--- config.mk ---
export PLATFORM = sky130hd
export DESIGN_NAME = fb_arbiter
export DESIGN_NICKNAME = d
export VERILOG_FILES = /design/src/rtl/fb_arbiter.sv
export SDC_FILE = /design/constraint.sdc
export NUM_CORES = 1
export LEC_CHECK = 0
export ABC_AREA = 1
export CAP_MARGIN = 20
export CORE_MARGIN = 3
export CORE_UTILIZATION = 56
export CTS_CLUSTER_DIAMETER = 60
export DETAILED_ROUTE_END_ITERATION = 7
export GPL_ROUTABILITY_DRIVEN = 0
export PLACE_DENSITY = 0.84
export REMOVE_ABC_BUFFERS = 1
export SETUP_SLACK_MARGIN = 0.2
export SYNTH_ARGS = -nofsm -noshare
export SYNTH_HDL_FRONTEND = slang
export SYNTH_SLANG_ARGS = --single-unit
--- constraint.sdc ---
create_clock -name clk -period 11.7 [get_ports clk]
set_input_delay 2.925 -clock clk [delete_from_list [all_inputs] [get_ports clk]]
set_output_delay 2.925 -clock clk [all_outputs]
set_load 0.02 [all_outputs]
--- src/rtl/fb_arbiter.sv ---
// Framebuffer RAM arbiter: display fetch slots, host cell writes and a
// full-buffer clear engine share one single-port RAM, one access per cycle.
module fb_arbiter #(
  parameter int H_ACTIVE = 640,
  parameter int H_TOTAL  = 800,
  parameter int V_ACTIVE = 480,
  parameter int V_TOTAL  = 525,
  parameter int COLS     = 80,
  parameter int ROWS     = 60
) (
  input  logic        clk,
  input  logic        rst,
  input  logic [9:0]  hpos,
  input  logic [9:0]  vpos,
  input  logic        display_on,
  output logic [2:0]  rgb,
  input  logic        wr_valid,
  output logic        wr_ready,
  input  logic [6:0]  wr_col,
  input  logic [5:0]  wr_row,
  input  logic [2:0]  wr_data,
  input  logic        clr_start,
  input  logic [2:0]  clr_color,
  output logic        clr_busy,
  output logic        clr_done,
  output logic        wr_err,
  output logic [12:0] mem_addr,
  output logic        mem_we,
  output logic [2:0]  mem_wdata,
  input  logic [2:0]  mem_rdata
);

  localparam logic [9:0]  SLOT_H_LIMIT = 10'(H_ACTIVE - 8);
  localparam logic [9:0]  LINE_FETCH_H = 10'(H_TOTAL - 2);
  localparam logic [9:0]  LAST_LINE    = 10'(V_TOTAL - 1);
  localparam logic [9:0]  V_ACT        = 10'(V_ACTIVE);
  localparam logic [12:0] COLS_A       = 13'(COLS);
  localparam logic [12:0] LAST_ADDR    = 13'(COLS * ROWS - 1);
  localparam logic [6:0]  COLS_W       = 7'(COLS);
  localparam logic [5:0]  ROWS_W       = 6'(ROWS);

  typedef enum logic {IDLE, CLEAR} state_t;

  function automatic logic [12:0] cell_addr(input logic [12:0] row, input logic [12:0] col);
    return row * COLS_A + col;
  endfunction

  state_t      state_q, state_d;
  logic [12:0] clr_cnt_q;
  logic [2:0]  clr_color_q;
  logic [2:0]  pixel_q;
  logic        slot_d1_q;

  logic [9:0]  next_line;
  logic        slot_cell, slot_line, slot;
  logic [12:0] slot_addr, host_addr;
  logic        in_range, host_xfer, clear_last;

  // Cell fetch runs two pixels ahead so the colour is registered by the
  // first pixel of the cell; the line-end slot primes column 0 of the next line.
  assign next_line = (vpos == LAST_LINE) ? 10'd0 : vpos + 10'd1;
  assign slot_cell = (hpos[2:0] == 3'd6) && (hpos < SLOT_H_LIMIT);
  assign slot_line = (hpos == LINE_FETCH_H) && (next_line < V_ACT);
  assign slot      = slot_cell || slot_line;
  assign slot_addr = slot_line ? cell_addr(13'(next_line[9:3]), 13'd0)
                               : cell_addr(13'(vpos[9:3]), 13'(hpos[9:3]) + 13'd1);

  assign in_range  = (wr_col < COLS_W) && (wr_row < ROWS_W);
  assign host_addr = cell_addr(13'(wr_row), 13'(wr_col));

  // NOTE: every output of this block gets a default first so no path leaves
  // a signal unassigned, which would otherwise infer a latch.
  always_comb begin
    state_d    = state_q;
    wr_ready   = 1'b0;
    host_xfer  = 1'b0;
    clear_last = 1'b0;
    mem_we     = 1'b0;
    mem_addr   = slot_addr;
    mem_wdata  = clr_color_q;
    unique case (state_q)
      IDLE: begin
        wr_ready  = !slot;
        host_xfer = wr_valid && !slot;
        if (host_xfer && in_range) begin
          mem_we    = 1'b1;
          mem_addr  = host_addr;
          mem_wdata = wr_data;
        end
        if (clr_start) state_d = CLEAR;
      end
      CLEAR: begin
        if (!slot) begin
          mem_we   = 1'b1;
          mem_addr = clr_cnt_q;
          if (clr_cnt_q == LAST_ADDR) begin
            clear_last = 1'b1;
            state_d    = IDLE;
          end
        end
      end
      default: state_d = IDLE;
    endcase
  end

  // NOTE: sequential state uses non-blocking assignments so every register
  // samples the pre-edge values, independent of statement order.
  always_ff @(posedge clk or posedge rst) begin
    if (rst) begin
      state_q     <= IDLE;
      clr_cnt_q   <= '0;
      clr_color_q <= '0;
      clr_done    <= 1'b0;
      wr_err      <= 1'b0;
      pixel_q     <= '0;
      slot_d1_q   <= 1'b0;
    end else begin
      state_q   <= state_d;
      clr_done  <= clear_last;
      slot_d1_q <= slot;
      if (slot_d1_q) pixel_q <= mem_rdata;
      if (host_xfer && !in_range) wr_err <= 1'b1;
      if (state_q == IDLE && clr_start) begin
        clr_cnt_q   <= '0;
        clr_color_q <= clr_color;
      end else if (state_q == CLEAR && !slot) begin
        clr_cnt_q <= clear_last ? 13'd0 : clr_cnt_q + 13'd1;
      end
    end
  end

  assign clr_busy = (state_q == CLEAR);
  assign rgb      = display_on ? pixel_q : 3'b000;

endmodule
==> impl_metrics.csv <==
group,metric,value,unit
cts,cts_tree,"yes",
final_layout,regArea,575.6,µm²
run,maxCapViolations,0,
global_routing,grt.met3_usage,4.260,%
cts,cts-buffers-inserted,3,
sta,setup_viol,0,
cts,cts.sinks,23,
sta,worst_slack,2.440,ns
route,drt_iter0_drc,170,
power,intPower,0.0002472,W
route,drtAntennaViolNets,0,
worst_hold_path,min_path_type,"flip-flop to flip-flop",
placed_design,port-buffer-count,70,
sta,hold_viol,0,
floorplan,ioPinCount,71,
floorplan,rows,26,
sta,slew_violations,0,
cts,cts_resized,0,
global_routing,grt_use_met2,45.20,%
critical_path,worstPathRequired,8.78,ns
cts,hold_buffers,0,
placed_design,pre_cts_ws,2.499,ns
final_layout,nets,602,
global_routing,grt_overflow,0,
global_routing,gr-usage-all-layers,25.84,%
global_routing,grt_pass1_vias,3103,
critical_path,worstPathArrival,6.33,ns
power,power_frac_comb,60.3,%
cts,clockBufferDepth,2,
critical_path,start_kind,"input pin",
route,drtPass1Iterations,4,
power,peakVddDrop,0.07644,mV
final_layout,final_core_util,74.32,%
floorplan,die_h,80.37,µm
floorplan,fp.dieW,80.37,µm
route,vias,3241,
cts,h-tree-depth,1,
cts,clk_latency,0.27,ns
logic_synthesis,synth-edff-count,0,
route,wl,8191,µm
final_layout,antenna_cells,0,
final_layout,area_growth,25.70,%
logic_synthesis,synth_cells,444,
logic_synthesis,async_flop_share,100.0,%
sta,fin_tns_setup,0,ns
final_layout,multi_input_area,0.002231,mm²
route,wl_per_cell,14.03,µm
power,power_frac_clock,11.4,%
critical_path,path_max_fanout,8,
final_layout,layout_common_cells,"110 x nand2_1, 70 x clkdlybuf4s50_1, 63 x inv_1",
floorplan,core_area,0.005238,mm²
power,sequentialPowerShare,28.3,%
sta,fmax,0.1080,GHz
sta,period_needed,9.260,ns
global_routing,grtUsageMet1,33.50,%
critical_path,crit_type,"input pin to output port",
sta,max-slew-margin-rel,43.81,%
final_layout,layout_commonest_cell,"nand2_1",
logic_synthesis,yosys_warnings,0,
power,power_per_cell_area,112.9,mW/mm²
cts,postCtsSetupRepairBufs,0,
final_layout,num-fill-cells,413,
sta,post-route-period-util,79.14,%
global_routing,grt.busiest_layer,"met2",
placed_design,hpwl,6818,µm
sta,rsz0062_at_grt,"false",
power,p_leak,1.876,nW
global_routing,antenna_found_initial,0,
logic_synthesis,yosys-top-cells-area,"dfrtp_1 19%, ha_1 15%, nand2_1 13%",
power,switchingPower,0.0001922,W
critical_path,crit_path_end_kind,"output port",
floorplan,die-area,0.006459,mm²
power,swShare,43.74,%
logic_synthesis,synth_top_area_cell,"dfrtp_1",
logic_synthesis,syn_avg_cell_area,6.975,µm²
logic_synthesis,ys_types,36,
route,drc,0,
logic_synthesis,synth_ff_type,"dfrtp_1",
global_routing,grt_pass1_wl,13550,µm
logic_synthesis,synth.ff_latch_count,23,
sta,finClkSkew,0.005801,ns
final_layout,drive_gt1_share,7.198,%
route,viasPerCell,5.550,
global_routing,grt_max_degree,24,
floorplan,initial_core_util,59.13,%
run_status,status,"complete, no violations",
cts,root_buffer,"clkbuf_8",
logic_synthesis,syn_area,0.003097,mm²
sta,worstMarginPinSlew,0.8420,ns
logic_synthesis,synth_top_cell_area_share,18.59,%
cts,clk_pin_slew_worst_paths,0.09,ns
logic_synthesis,seq_area_frac_synth,18.59,%
## synth_stat cells (5+ instances only)
library cell and instances:
o22ai_2 7, o211ai_1 5, a21oi_1 15, nand4_1 13
nand3_1 30, dfrtp_1 23, inv_1 63, ha_1 36
xor2_1 25, nor3_1 10, o21ai_0 17, xnor2_1 8
nor2_1 34, nand2_1 110
## through the flow
step | total power, W | area, µm² | hold slack [ns] | cells
CTS | 0.0004378 | 3892 | 0.4818 | 584
detailed placement | 0.0003872 | 3846 | 0.4630 | 580
floorplan | 0.0002900 | 3058 | 0.4781 | 440
global placement | 0.0003784 | 3846 | 0.4565 | 580
finish | 0.0004394 | 3892 | 0.4797 | 584
global route | 0.0004716 | 3892 | 0.5047 | 584
## routing by layer
metal  up-vias  share of wire (%)
met3        13                7.0
met2       133                 48
met4         0                1.4
met5         -                  0
met1      1480                 43
li1       1615                  -
## kinds of logic after synthesis
group                    share of synthesized area [%]
buffers and inverters                            9.373
AND/OR/NAND/NOR                                  32.08
AO/OA/AOI/OAI                                    12.04
flip-flops                                       18.59
adder cells (fa/ha/maj)                          17.13
multiplexers                                     1.454
XOR/XNOR                                         9.333
## sequential cells by signal (all words and copies together) (netlist names)
| register | cells |
|---|---|
| clr_busy | 1 |
| clr_cnt_q | 13 |
| clr_color_q | 3 |
| clr_done | 1 |
| pixel_q | 3 |
| slot_d1_q | 1 |
| wr_err | 1 |
## final timing paths
path | startpoint | end | depth (start not counted) | slack (ns)
setup reg to reg | clr_cnt_q[0] | clr_cnt_q[12] | 9 | 9.59
hold / removal | wr_err | wr_err | 1 | 0.48
max in group asynchronous | rst | clr_cnt_q[2] | 2 | 8.05
setup / recovery | vpos[4] | mem_addr[12] | 17 | 2.44
hold reg to reg | wr_err | wr_err | 1 | 0.48
min in group asynchronous | rst | pixel_q[1] | 2 | 3.13
## worst max-delay path: stages
cell,delay (ns)
clkdlybuf4s50_1,0.64
nand2_1,0.11
nor2_2,0.13
nand4_1,0.10
nand3_1,0.18
inv_1,0.07
ha_1,0.30
ha_1,0.36
nand2_1,0.10
inv_1,0.06
nand3_1,0.06
o221ai_1,0.23
nand2_1,0.13
nand4_1,0.11
nand2_1,0.06
nor2_1,0.14
clkdlybuf4s50_1,0.63
## layout make-up
cell class                 count  area share [%]
tap                           70           2.250
multi-input combinational    350           57.31
timing repair buffer          70           18.00
clock buffer                   3           1.061
inverter                      67           6.461
clock inverter                 1          0.1286
sequential                    23           14.79
## power by group through the flow
stage / logic, W / registers (W) / clock network, W
after CTS: 0.000265 / 0.000123 / 0.0000501
after global placement: 0.000256 / 0.000123 / 0
after floorplan: 0.000170 / 0.000120 / 0
after global routing: 0.000291 / 0.000127 / 0.0000540
final: 0.000265 / 0.000124 / 0.0000502
after detailed placement: 0.000263 / 0.000125 / 0
Power figures use the tool's default switching activity.
